$ cat config.mk
export PLATFORM = sky130hd
export DESIGN_NAME = ad_ip_jesd204_tpl_adc_deframer_flat
export DESIGN_NICKNAME = d
export VERILOG_FILES = /design/src/rtl/ad_ip_jesd204_tpl_pkg.sv /design/src/rtl/ad_ip_jesd204_tpl_adc_deframer_if.sv /design/src/rtl/ad_ip_jesd204_tpl_adc_pnmon.sv /design/src/rtl/ad_ip_jesd204_tpl_adc_deframer.sv /design/src/flat_wrapper.sv
export SDC_FILE = /design/constraint.sdc
export NUM_CORES = 1
export LEC_CHECK = 0
export CAP_MARGIN = 20
export CORE_MARGIN = 2
export CORE_UTILIZATION = 56
export DETAILED_ROUTE_END_ITERATION = 7
export PLACE_DENSITY_LB_ADDON = 0.08
export SETUP_SLACK_MARGIN = 0.15
export SLEW_MARGIN = 25
export SYNTH_ARGS = -nofsm -noshare
export SYNTH_HDL_FRONTEND = slang
export SYNTH_SLANG_ARGS = --single-unit
$ cat constraint.sdc
create_clock -name clk -period 4.8 [get_ports clk]
set_input_delay 0.96 -clock clk [delete_from_list [all_inputs] [get_ports clk]]
set_output_delay 0.96 -clock clk [all_outputs]
set_load 0.01 [all_outputs]
$ cat src/rtl/ad_ip_jesd204_tpl_pkg.sv
// Shared definitions for the JESD204 transport-layer ADC path.
// Covers PN select codes, PRBS tap masks, monitor thresholds and the PRBS step function.
package ad_ip_jesd204_tpl_pkg;

   typedef enum logic [1:0] {
      PN_OFF  = 2'd0,
      PN_PN7  = 2'd1,
      PN_PN15 = 2'd2,
      PN_RSVD = 2'd3
   } pn_sel_e;

   typedef enum logic {
      PN_OOS    = 1'b0,
      PN_INSYNC = 1'b1
   } pn_state_e;

   // Feedback taps on a 15-bit history register, bit 0 = most recent bit
   localparam logic [14:0] PN7_TAPS  = 15'h0060;
   localparam logic [14:0] PN15_TAPS = 15'h6000;

   localparam int unsigned OOS_THRESH = 4;
   localparam int unsigned ERR_THRESH = 8;

   // Next 16 PRBS bits, MSB first, continuing from the bit history held in x
   function automatic logic [15:0] pn_fn(input logic [15:0] x, input logic [14:0] taps);
      logic [14:0] s;
      logic [15:0] y;
      logic        b;
      s = x[14:0];
      y = '0;
      for (int unsigned i = 0; i < 16; i++) begin
         b = ^(s & taps);
         s = {s[13:0], b};
         y = {y[14:0], b};
      end
      return y;
   endfunction

endpackage

$ cat src/rtl/ad_ip_jesd204_tpl_adc_deframer_if.sv
// Link-side input and ADC-side output bundle of the transport-layer deframer.
interface ad_ip_jesd204_tpl_adc_deframer_if #(
   parameter int unsigned NUM_LANES       = 4,
   parameter int unsigned NUM_CHANNELS    = 2,
   parameter int unsigned OCTETS_PER_BEAT = 4,
   parameter int unsigned DATA_PATH_WIDTH = 4
);
   logic                                        link_valid;
   logic [NUM_LANES*OCTETS_PER_BEAT*8-1:0]      link_data;
   logic                                        adc_valid;
   logic [NUM_CHANNELS*DATA_PATH_WIDTH*16-1:0]  adc_data;
   logic [NUM_CHANNELS-1:0]                     adc_pn_oos;
   logic [NUM_CHANNELS-1:0]                     adc_pn_err;

   modport master (
      output link_valid, link_data,
      input  adc_valid, adc_data, adc_pn_oos, adc_pn_err
   );

   modport slave (
      input  link_valid, link_data,
      output adc_valid, adc_data, adc_pn_oos, adc_pn_err
   );
endinterface

$ cat src/rtl/ad_ip_jesd204_tpl_adc_pnmon.sv
// Per-channel PN7/PN15 sequence monitor with lock/loss hysteresis.
module ad_ip_jesd204_tpl_adc_pnmon
   import ad_ip_jesd204_tpl_pkg::*;
#(
   parameter int unsigned DATA_PATH_WIDTH = 4
) (
   input  logic                         clk,
   input  logic                         reset,
   input  logic                         valid,
   input  logic [DATA_PATH_WIDTH*16-1:0] data,
   input  logic [1:0]                   pn_sel,
   output logic                         pn_oos,
   output logic                         pn_err
);

   pn_state_e   state_q, state_d;
   pn_sel_e     sel_q, sel_d;
   logic [3:0]  cnt_q, cnt_d;
   logic [15:0] last_q, last_d;
   logic        oos_q, oos_d;
   logic        err_q, err_d;
   logic [14:0] taps;
   logic        pn_on;
   logic        match;
   logic [15:0] prev;
   logic [15:0] cur;

   // Expected values always chain off received samples, so a bad sample only poisons its successor
   always_comb begin
      case (sel_q)
         PN_PN7:  taps = PN7_TAPS;
         PN_PN15: taps = PN15_TAPS;
         default: taps = '0;
      endcase
      pn_on = (sel_q == PN_PN7) || (sel_q == PN_PN15);
      match = 1'b1;
      prev  = last_q;
      cur   = '0;
      for (int unsigned s = 0; s < DATA_PATH_WIDTH; s++) begin
         cur = data[s*16 +: 16];
         if (cur != pn_fn(prev, taps)) match = 1'b0;
         prev = cur;
      end
   end

   always_comb begin
      state_d = state_q;
      cnt_d   = cnt_q;
      oos_d   = oos_q;
      err_d   = 1'b0;
      sel_d   = pn_sel_e'(pn_sel);
      last_d  = valid ? data[(DATA_PATH_WIDTH-1)*16 +: 16] : last_q;
      if ((pn_sel_e'(pn_sel) != sel_q) || !pn_on) begin
         state_d = PN_OOS;
         cnt_d   = '0;
         oos_d   = 1'b1;
      end else if (valid) begin
         if (state_q == PN_OOS) begin
            if (!match) begin
               cnt_d = '0;
            end else if (cnt_q == 4'(OOS_THRESH - 1)) begin
               state_d = PN_INSYNC;
               cnt_d   = '0;
               oos_d   = 1'b0;
            end else begin
               cnt_d = cnt_q + 4'd1;
            end
         end else if (match) begin
            cnt_d = '0;
         end else begin
            err_d = 1'b1;
            if (cnt_q == 4'(ERR_THRESH - 1)) begin
               state_d = PN_OOS;
               cnt_d   = '0;
               oos_d   = 1'b1;
            end else if (cnt_q != '1) begin
               cnt_d = cnt_q + 4'd1;
            end
         end
      end
   end

   always_ff @(posedge clk) begin
      if (reset) begin
         state_q <= PN_OOS;
         sel_q   <= PN_OFF;
         cnt_q   <= '0;
         last_q  <= '0;
         oos_q   <= 1'b1;
         err_q   <= 1'b0;
      end else begin
         state_q <= state_d;
         sel_q   <= sel_d;
         cnt_q   <= cnt_d;
         last_q  <= last_d;
         oos_q   <= oos_d;
         err_q   <= err_d;
      end
   end

   assign pn_oos = oos_q;
   assign pn_err = err_q;

endmodule

$ cat src/rtl/ad_ip_jesd204_tpl_adc_deframer.sv
// JESD204 RX transport layer: lane octets -> per-channel samples, format conversion, PN monitors.
module ad_ip_jesd204_tpl_adc_deframer
   import ad_ip_jesd204_tpl_pkg::*;
#(
   parameter int unsigned NUM_LANES            = 4,
   parameter int unsigned NUM_CHANNELS         = 2,
   parameter int unsigned BITS_PER_SAMPLE      = 16,
   parameter int unsigned CONVERTER_RESOLUTION = 16,
   parameter int unsigned OCTETS_PER_BEAT      = 4
) (
   input  logic                      clk,
   input  logic                      reset,
   input  logic                      adc_dfmt_enable,
   input  logic                      adc_dfmt_type,
   input  logic                      adc_dfmt_se,
   input  logic [NUM_CHANNELS*2-1:0] adc_pn_sel,
   ad_ip_jesd204_tpl_adc_deframer_if.slave bus
);

   localparam int unsigned DPW   = OCTETS_PER_BEAT*8*NUM_LANES/NUM_CHANNELS/BITS_PER_SAMPLE;
   localparam int unsigned WORDS = NUM_CHANNELS*DPW;
   localparam int unsigned DW    = WORDS*16;

   logic          s1_valid_q, s1_valid_d;
   logic [DW-1:0] s1_data_q, s1_data_d;
   logic          adc_valid_q, adc_valid_d;
   logic [DW-1:0] adc_data_q, adc_data_d;

   function automatic logic [15:0] dfmt_fn(input logic [15:0] d, input logic typ, input logic se);
      logic        msb;
      logic [15:0] y;
      msb = d[CONVERTER_RESOLUTION-1] ^ typ;
      y   = '0;
      for (int unsigned b = 0; b < 16; b++) begin
         if (b < CONVERTER_RESOLUTION - 1)       y[b] = d[b];
         else if (b == CONVERTER_RESOLUTION - 1) y[b] = msb;
         else                                    y[b] = se & msb;
      end
      return y;
   endfunction

   // Word j is octets 2j (high) and 2j+1 (low) of the flat lane bus; lanes are contiguous
   always_comb begin
      s1_valid_d = bus.link_valid;
      s1_data_d  = s1_data_q;
      if (bus.link_valid) begin
         for (int unsigned j = 0; j < WORDS; j++) begin
            s1_data_d[((j % NUM_CHANNELS)*DPW + j/NUM_CHANNELS)*16 +: 16] =
               {bus.link_data[j*16 +: 8], bus.link_data[j*16+8 +: 8]};
         end
      end
   end

   always_comb begin
      adc_valid_d = s1_valid_q;
      adc_data_d  = adc_data_q;
      if (s1_valid_q) begin
         for (int unsigned w = 0; w < WORDS; w++) begin
            adc_data_d[w*16 +: 16] = adc_dfmt_enable ?
               dfmt_fn(s1_data_q[w*16 +: 16], adc_dfmt_type, adc_dfmt_se) : s1_data_q[w*16 +: 16];
         end
      end
   end

   always_ff @(posedge clk) begin
      if (reset) begin
         s1_valid_q  <= 1'b0;
         s1_data_q   <= '0;
         adc_valid_q <= 1'b0;
         adc_data_q  <= '0;
      end else begin
         s1_valid_q  <= s1_valid_d;
         s1_data_q   <= s1_data_d;
         adc_valid_q <= adc_valid_d;
         adc_data_q  <= adc_data_d;
      end
   end

   assign bus.adc_valid = adc_valid_q;
   assign bus.adc_data  = adc_data_q;

   for (genvar c = 0; c < NUM_CHANNELS; c++) begin : g_pnmon
      ad_ip_jesd204_tpl_adc_pnmon #(
         .DATA_PATH_WIDTH (DPW)
      ) u_pnmon (
         .clk    (clk),
         .reset  (reset),
         .valid  (s1_valid_q),
         .data   (s1_data_q[c*DPW*16 +: DPW*16]),
         .pn_sel (adc_pn_sel[c*2 +: 2]),
         .pn_oos (bus.adc_pn_oos[c]),
         .pn_err (bus.adc_pn_err[c])
      );
   end

endmodule

$ cat src/flat_wrapper.sv
// flat-port wrapper written by rule: the top's interface ports become plain ports
module ad_ip_jesd204_tpl_adc_deframer_flat import ad_ip_jesd204_tpl_pkg::*;
#(
   parameter int unsigned NUM_LANES            = 4,
   parameter int unsigned NUM_CHANNELS         = 2,
   parameter int unsigned BITS_PER_SAMPLE      = 16,
   parameter int unsigned CONVERTER_RESOLUTION = 16,
   parameter int unsigned OCTETS_PER_BEAT      = 4
)
  (clk, reset, adc_dfmt_enable, adc_dfmt_type, adc_dfmt_se, adc_pn_sel, bus_link_valid, bus_link_data, bus_adc_valid, bus_adc_data, bus_adc_pn_oos, bus_adc_pn_err);
  ad_ip_jesd204_tpl_adc_deframer_if #(.NUM_LANES(NUM_LANES), .NUM_CHANNELS(NUM_CHANNELS), .OCTETS_PER_BEAT(OCTETS_PER_BEAT), .DATA_PATH_WIDTH((4))) bus_i ();
  input  logic clk;
  input  logic reset;
  input  logic adc_dfmt_enable;
  input  logic adc_dfmt_type;
  input  logic adc_dfmt_se;
  input  logic [NUM_CHANNELS*2-1:0] adc_pn_sel;
  input wire logic [$bits(bus_i.link_valid)-1:0] bus_link_valid;
  input wire logic [$bits(bus_i.link_data)-1:0] bus_link_data;
  output wire logic [$bits(bus_i.adc_valid)-1:0] bus_adc_valid;
  output wire logic [$bits(bus_i.adc_data)-1:0] bus_adc_data;
  output wire logic [$bits(bus_i.adc_pn_oos)-1:0] bus_adc_pn_oos;
  output wire logic [$bits(bus_i.adc_pn_err)-1:0] bus_adc_pn_err;
  assign bus_i.link_valid = bus_link_valid;
  assign bus_i.link_data = bus_link_data;
  assign bus_adc_valid = bus_i.adc_valid;
  assign bus_adc_data = bus_i.adc_data;
  assign bus_adc_pn_oos = bus_i.adc_pn_oos;
  assign bus_adc_pn_err = bus_i.adc_pn_err;
  ad_ip_jesd204_tpl_adc_deframer #(.NUM_LANES(NUM_LANES), .NUM_CHANNELS(NUM_CHANNELS), .BITS_PER_SAMPLE(BITS_PER_SAMPLE), .CONVERTER_RESOLUTION(CONVERTER_RESOLUTION), .OCTETS_PER_BEAT(OCTETS_PER_BEAT)) u_core (.clk(clk), .reset(reset), .adc_dfmt_enable(adc_dfmt_enable), .adc_dfmt_type(adc_dfmt_type), .adc_dfmt_se(adc_dfmt_se), .adc_pn_sel(adc_pn_sel), .bus(bus_i));
endmodule
=== After elaboration in Yosys (flattened, before gate mapping) ===
Cells that the tools add are included.

* Reductions and logical operators: 148
* Muxes and demuxes: 52
* Bitwise gates (word level): 139
* $add $sub $neg: 2
* Eq/ne operators: 24

{| class="wikitable"
|+ Operator list
! kind !! count
|-
| 15-bit AND || 128
|-
| 15-bit parity || 128
|-
| 16-bit 2-to-1 mux || 8
|-
| 16-bit inequality test || 8
|-
| 15-bit one-hot mux with 2 select lines || 2
|-
| 4-bit 2-to-1 mux || 12
|-
| 1-bit 2-to-1 mux || 30
|-
| 2-bit nonzero test || 6
|-
| 5-bit AND reduction || 2
|-
| 4-bit by 1-bit adder with 4-bit output (second input constant) || 2
|-
| 4-bit by 2-bit == test with 1-bit output (second input constant) || 2
|-
| 4-bit by 3-bit == test with 1-bit output (second input constant) || 2
|-
| 4-bit by 1-bit inequality test with 1-bit output (second input constant) || 2
|-
| 4-bit inequality test (second input constant) || 2
|-
| 4-bit OR reduction || 2
|-
| 1-bit XOR || 8
|-
| 2-bit by 1-bit == test with 1-bit output (second input constant) || 2
|-
| 2-bit == test (second input constant) || 2
|-
| 1-bit logical OR || 4
|-
| 2-bit inequality test || 2
|-
| 2-bit inequality test (second input constant) || 2
|-
| 2-bit AND reduction || 2
|-
| 2-bit OR reduction || 2
|-
| 1-bit inverter || 3
|-
| 1-bit zero test || 2
|}

* Output and inout bits: 133
* Register bits: 306
* Word-level logic and storage cells: 381

=== Longest topological paths before layout ===
* Depth after elaboration: 41
* Mapped depth: 19
* Gate-level depth less buffers: 14

=== Modules after synthesis ===
From an unflattened synthesis, not the netlist that was laid out.

* Cell total of the unflattened synthesis: 2173
* Area, all modules: 19625.1 µm²

{| class="wikitable"
|+ By module, submodules not included
! module !! seq. area each (µm²) !! instances !! area an instance (µm²) !! cells an instance
|-
| ad_ip_jesd204_tpl_adc_pnmon || 480.5 || 2 || 5220.0 || 662
|-
| ad_ip_jesd204_tpl_adc_deframer || 5165.0 || 1 || 9185.1 || 849
|}

=== Worst setup path after synthesis ===
Ideal clock, no wire load.

* Path kind: register to register
* Start: register u_core.g_pnmon[1].u_pnmon.sel_q[0]
* End: register u_core.g_pnmon[1].u_pnmon.cnt_q[0]
* Arrival: 3.849 ns
* Setup time: 0.087 ns
* Stages on the path, launching flop included: 18
* Buffers on the path: 3
* Path slack: 0.864 ns
* Path through: dfxtp_1 -> inv_1 -> ha_1 -> inv_1 -> buf_2 -> buf_2 -> buf_4 -> nor2_1 -> xnor2_1 -> xor2_1 -> a31oi_1 -> or4b_2 -> nor4_1 -> nand4_1 -> nor4_4 -> mux2i_1 -> or3_1 -> o31ai_1

* Cells in the longest elaborated chain, start to end: 41

{| class="wikitable"
|+ RTL lines
! element !! RTL line !! text
|-
| start: declaration || ad_ip_jesd204_tpl_adc_pnmon.sv:17 || <nowiki>pn_sel_e sel_q, sel_d;</nowiki>
|-
| start signal: assignment || ad_ip_jesd204_tpl_adc_pnmon.sv:93 || <nowiki>sel_q <= sel_d;</nowiki>
|-
| 2-bit == test or 2-bit by 1-bit == test with 1-bit output (tied branches) || ad_ip_jesd204_tpl_adc_pnmon.sv:30, ad_ip_jesd204_tpl_adc_pnmon.sv:35 ||
|-
| 15-bit one-hot mux with 2 select lines || ad_ip_jesd204_tpl_adc_pnmon.sv:30 || <nowiki>case (sel_q)</nowiki>
|-
| 15-bit AND || ad_ip_jesd204_tpl_pkg.sv:32 || <nowiki>b = ^(s & taps);</nowiki>
|-
| 15-bit parity || ad_ip_jesd204_tpl_pkg.sv:32 ||
|-
| 15-bit AND || ad_ip_jesd204_tpl_pkg.sv:32 ||
|-
| 15-bit parity || ad_ip_jesd204_tpl_pkg.sv:32 ||
|-
| 15-bit AND || ad_ip_jesd204_tpl_pkg.sv:32 ||
|-
| 15-bit parity || ad_ip_jesd204_tpl_pkg.sv:32 ||
|-
| [... 22 more ...] || -- ||
|-
| 15-bit AND || ad_ip_jesd204_tpl_pkg.sv:32 ||
|-
| 15-bit parity || ad_ip_jesd204_tpl_pkg.sv:32 ||
|-
| 15-bit AND || ad_ip_jesd204_tpl_pkg.sv:32 ||
|-
| 15-bit parity || ad_ip_jesd204_tpl_pkg.sv:32 ||
|-
| 16-bit inequality test || ad_ip_jesd204_tpl_adc_pnmon.sv:41 || <nowiki>if (cur != pn_fn(prev, taps)) match = 1'b0;</nowiki>
|-
| 1-bit 2-to-1 mux (4 in a row) || ad_ip_jesd204_tpl_adc_pnmon.sv:41 ||
|-
| 4-bit by 1-bit inequality test with 1-bit output (no source line) (tied with other cells) || -- ||
|-
| 2-bit AND reduction (no source line) or 4-bit 2-to-1 mux (tied branches) || -- ||
|-
| end signal: assignment || ad_ip_jesd204_tpl_adc_pnmon.sv:94 || <nowiki>cnt_q <= cnt_d;</nowiki>
|-
| end: declaration || ad_ip_jesd204_tpl_adc_pnmon.sv:18 || <nowiki>logic [3:0] cnt_q, cnt_d;</nowiki>
|}

Parallel ways exist; a longest one is shown, timed or not.
A chain may end at the register's enable or synchronous reset.

=== Worst setup path after layout ===
Ends and elaborated chain as after synthesis.

==> flow_metrics.env <==
export IMPL_die_y_um=188
export IMPL_crit_required_ps=5290
export IMPL_cts_buffers=29
export IMPL_min_path_type="register to register"
export IMPL_endpoint="u_core.g_pnmon[1].u_pnmon.cnt_q[0]"
export IMPL_final_layout_size_suffix_gt1_frac=0.0603
export IMPL_fin_skew_ps=7.37
export IMPL_synth_common_cells="nor2_1, dfxtp_1, mux2i_1"
export IMPL_place_hpwl_um=42700
export IMPL_critPathKind="register to register"
export IMPL_avgRoutedWirePerCell_um=20.4
export IMPL_cts_max_path_buffers=3
export IMPL_grt_pass1_wl_um=88300
export IMPL_ys_seq_area_frac=0.291
export IMPL_ant_nets=0
export IMPL_grt_usage=0.315
export IMPL_crit_path_start_kind="register"
export IMPL_yosysWarnings=0
export IMPL_slew_violations=0
export IMPL_ff2ff_path_depth=15
export IMPL_power_mw=6.53
export IMPL_utilization=0.687
export IMPL_path_cells="ha_2 -> inv_2 -> buf_4 -> o211ai_1 -> a21o_1 -> nand4b_1 -> nand4bb_1 -> or4b_2 -> nor4_1 -> nand4_1 -> nor4_4 -> buf_4 -> mux2i_1 -> or3_1 -> o31ai_1"
export IMPL_relSlewSlack=0.323
export IMPL_drc=0
export IMPL_ff2ff_setup_slack_ps=400
export IMPL_layout_min_cycle_time_ps=4400
export IMPL_drv_cap=0
export IMPL_rows=67
export IMPL_nets=2461
export IMPL_irDropWorstVdd_v=0.000293
export IMPL_ys_seq_elements=276
export IMPL_synth_top_area_frac=0.291
export IMPL_clock_sinks=276
export IMPL_grt_max_degree=101
export IMPL_wirelength_um=57100
export IMPL_synth_edf_count=0
export IMPL_leakagePower_nw=9.34
export IMPL_synth_top_area_cell="dfxtp_1"
export IMPL_synth_cells=2164
export IMPL_power_density_mw_per_mm2=284
export IMPL_crit_start="u_core.g_pnmon[1].u_pnmon.sel_q[0]"
export IMPL_ys_top_cells_by_area="dfxtp_1, mux2i_1, xnor2_1"
export IMPL_cts_tree="done"
export IMPL_synthToLayoutAreaGrowth_pct=21.0
export IMPL_overflow=0
export IMPL_cts_htree_levels=1
export IMPL_place_ws_ps=338
export IMPL_status="completed"
export IMPL_drtIter0Drc=1159
export IMPL_syn_area_mm2=0.0190
export IMPL_coreArea_mm2=0.0334
export IMPL_avgSynthCellArea_um2=8.77
export IMPL_dr_pass1_iters=5
export IMPL_syn_nets=2308
export IMPL_gp_congestion=0.985
export IMPL_synth_flop_cell="dfxtp_1"
export IMPL_synthMostInstantiatedCell="nor2_1"
export IMPL_cpMostUsedCell="buf_4"
export IMPL_final_cells=2791
export IMPL_async_reset_ff_frac=0
export IMPL_fp_dieArea_mm2=0.0354
export IMPL_crit_slowest_cell="or4b_2"
export IMPL_cp_max_fo=18
export IMPL_fmax_mhz=227
export IMPL_vias=16301
export IMPL_worst_slew_pin_slew_ps=1020
export IMPL_holdWs_ps=485
export IMPL_hold_viol=0
export IMPL_antenna_found_initial=3
export IMPL_r2r_start="u_core.g_pnmon[1].u_pnmon.sel_q[0]"
export IMPL_worst_ep_arrival_time_ps=4900
export IMPL_final_area_mm2=0.0230
export IMPL_io_buffers=269
export IMPL_ios=271
export IMPL_initial_utilization=0.568
export IMPL_die_x_um=188
export IMPL_r2r_end="u_core.g_pnmon[1].u_pnmon.cnt_q[0]"
export IMPL_hold_depth=1
export IMPL_vias_per_cell=5.84
export IMPL_path_clk_slew_ps=60
export IMPL_cts_root_buffer="clkbuf_16"
export IMPL_grt_setup_unrepaired="yes"
export IMPL_setup_tns_ps=0
export IMPL_critPathMaxStageDelay_ps=640
export IMPL_dp_cells=2732
export IMPL_finalCritPeriodShare=0.918
export IMPL_crit_path_end_kind="register"
export IMPL_fin_ws_ps=395
export IMPL_clock_latency_ps=580
export IMPL_synth_distinct_cells=87
export IMPL_setup_viol=0
export IMPL_placed_area_mm2=0.0218
export IMPL_grt_pass1_vias=15626
-- worst min-delay path by stage --
stage | startpoint | end
after global routing | u_core.g_pnmon[0].u_pnmon.cnt_q[0] | u_core.g_pnmon[0].u_pnmon.cnt_q[0]
after floorplan | u_core.g_pnmon[0].u_pnmon.cnt_q[0] | u_core.g_pnmon[0].u_pnmon.cnt_q[0]
after CTS | u_core.g_pnmon[0].u_pnmon.cnt_q[0] | u_core.g_pnmon[0].u_pnmon.cnt_q[0]
after detailed placement | u_core.g_pnmon[0].u_pnmon.cnt_q[0] | u_core.g_pnmon[0].u_pnmon.cnt_q[0]
after global placement | u_core.g_pnmon[0].u_pnmon.cnt_q[0] | u_core.g_pnmon[0].u_pnmon.cnt_q[0]
final | u_core.g_pnmon[0].u_pnmon.cnt_q[0] | u_core.g_pnmon[0].u_pnmon.cnt_q[0]
-- cells in the final DEF, fill, tap and decap left out, types with 43 or more instances in the layout --
cell / n
o211ai_1: 50
o21ai_0: 43
a211oi_1: 53
xnor2_1: 190
mux2i_1: 259
nor2_1: 338
clkdlybuf4s50_1: 267
xor2_1: 141
dfxtp_1: 275
nand2_1: 127
-- state kept, by name, indices dropped and copies added, names as in the netlist --
name / count
u_core.bus.adc_data: 100
u_core.bus.adc_valid: 1
u_core.g_pnmon.u_pnmon.cnt_q: 8
u_core.g_pnmon.u_pnmon.state_q: 2
u_core.g_pnmon.u_pnmon.pn_err: 2
u_core.g_pnmon.u_pnmon.sel_q: 4
u_core.g_pnmon.u_pnmon.pn_oos: 2
u_core.g_pnmon.u_pnmon.last_q: 28
u_core.s1_data_q: 128
u_core.adc_valid_d: 1
-- worst max-delay path, delay by kind of cell (launching register included) --
kind | cells | cell delay (ps)
simple gates | 7 | 2270
compound gates | 3 | 680
buf+inv | 3 | 510
flops | 1 | 370
fa+ha+maj | 1 | 370
mux | 1 | 110
-- cell families (layout without fill, tap and decap cells) --
family          after synthesis  in the layout  share of synthesized area
simple gates                662            662                      0.158
xor+xnor                    390            390                      0.221
compound gates              349            349                      0.137
flops                       276            276                      0.291
mux                         264            264                      0.140
buf+inv                     217            393                     0.0495
fa+ha+maj                     6              6                    0.00395
other cells                   0              3                          0
-- power breakdown --
group | internal (mW) | total (mW) | switching (mW)
Clock | 1.57 | 2.54 | 0.969
Combinational | 0.709 | 1.40 | 0.692
Sequential | 2.39 | 2.58 | 0.195
Total | 4.67 | 6.53 | 1.86
-- metal layers --
metal  GRT usage  up-vias  wire length [µm]
met2       0.583      536             29400
met5           0        -                 0
met4       0.130        0              2700
met1       0.368     7791             22300
met3      0.0357      151              2660
li1            -     7823                 -
-- timing repair --
item | in CTS | in global routing
gates resized for setup | 0 | 4
endpoints found under the setup margin | 0 | 6
hold buffers | 0 | 0
buffers inserted | 0 | 2
-- cell type report --
class,count,area (µm²)
Tap cell,448,561
Multi-Input combinational cell,1671,12500
Fill cell,2683,10500
Clock buffer,41,862
Sequential cell,276,5530
Inverter,24,93.8
Timing Repair Buffer,315,3140
Antenna cell,3,7.51
Clock inverter,13,230
No activity file was read; power rests on OpenSTA's default activity.
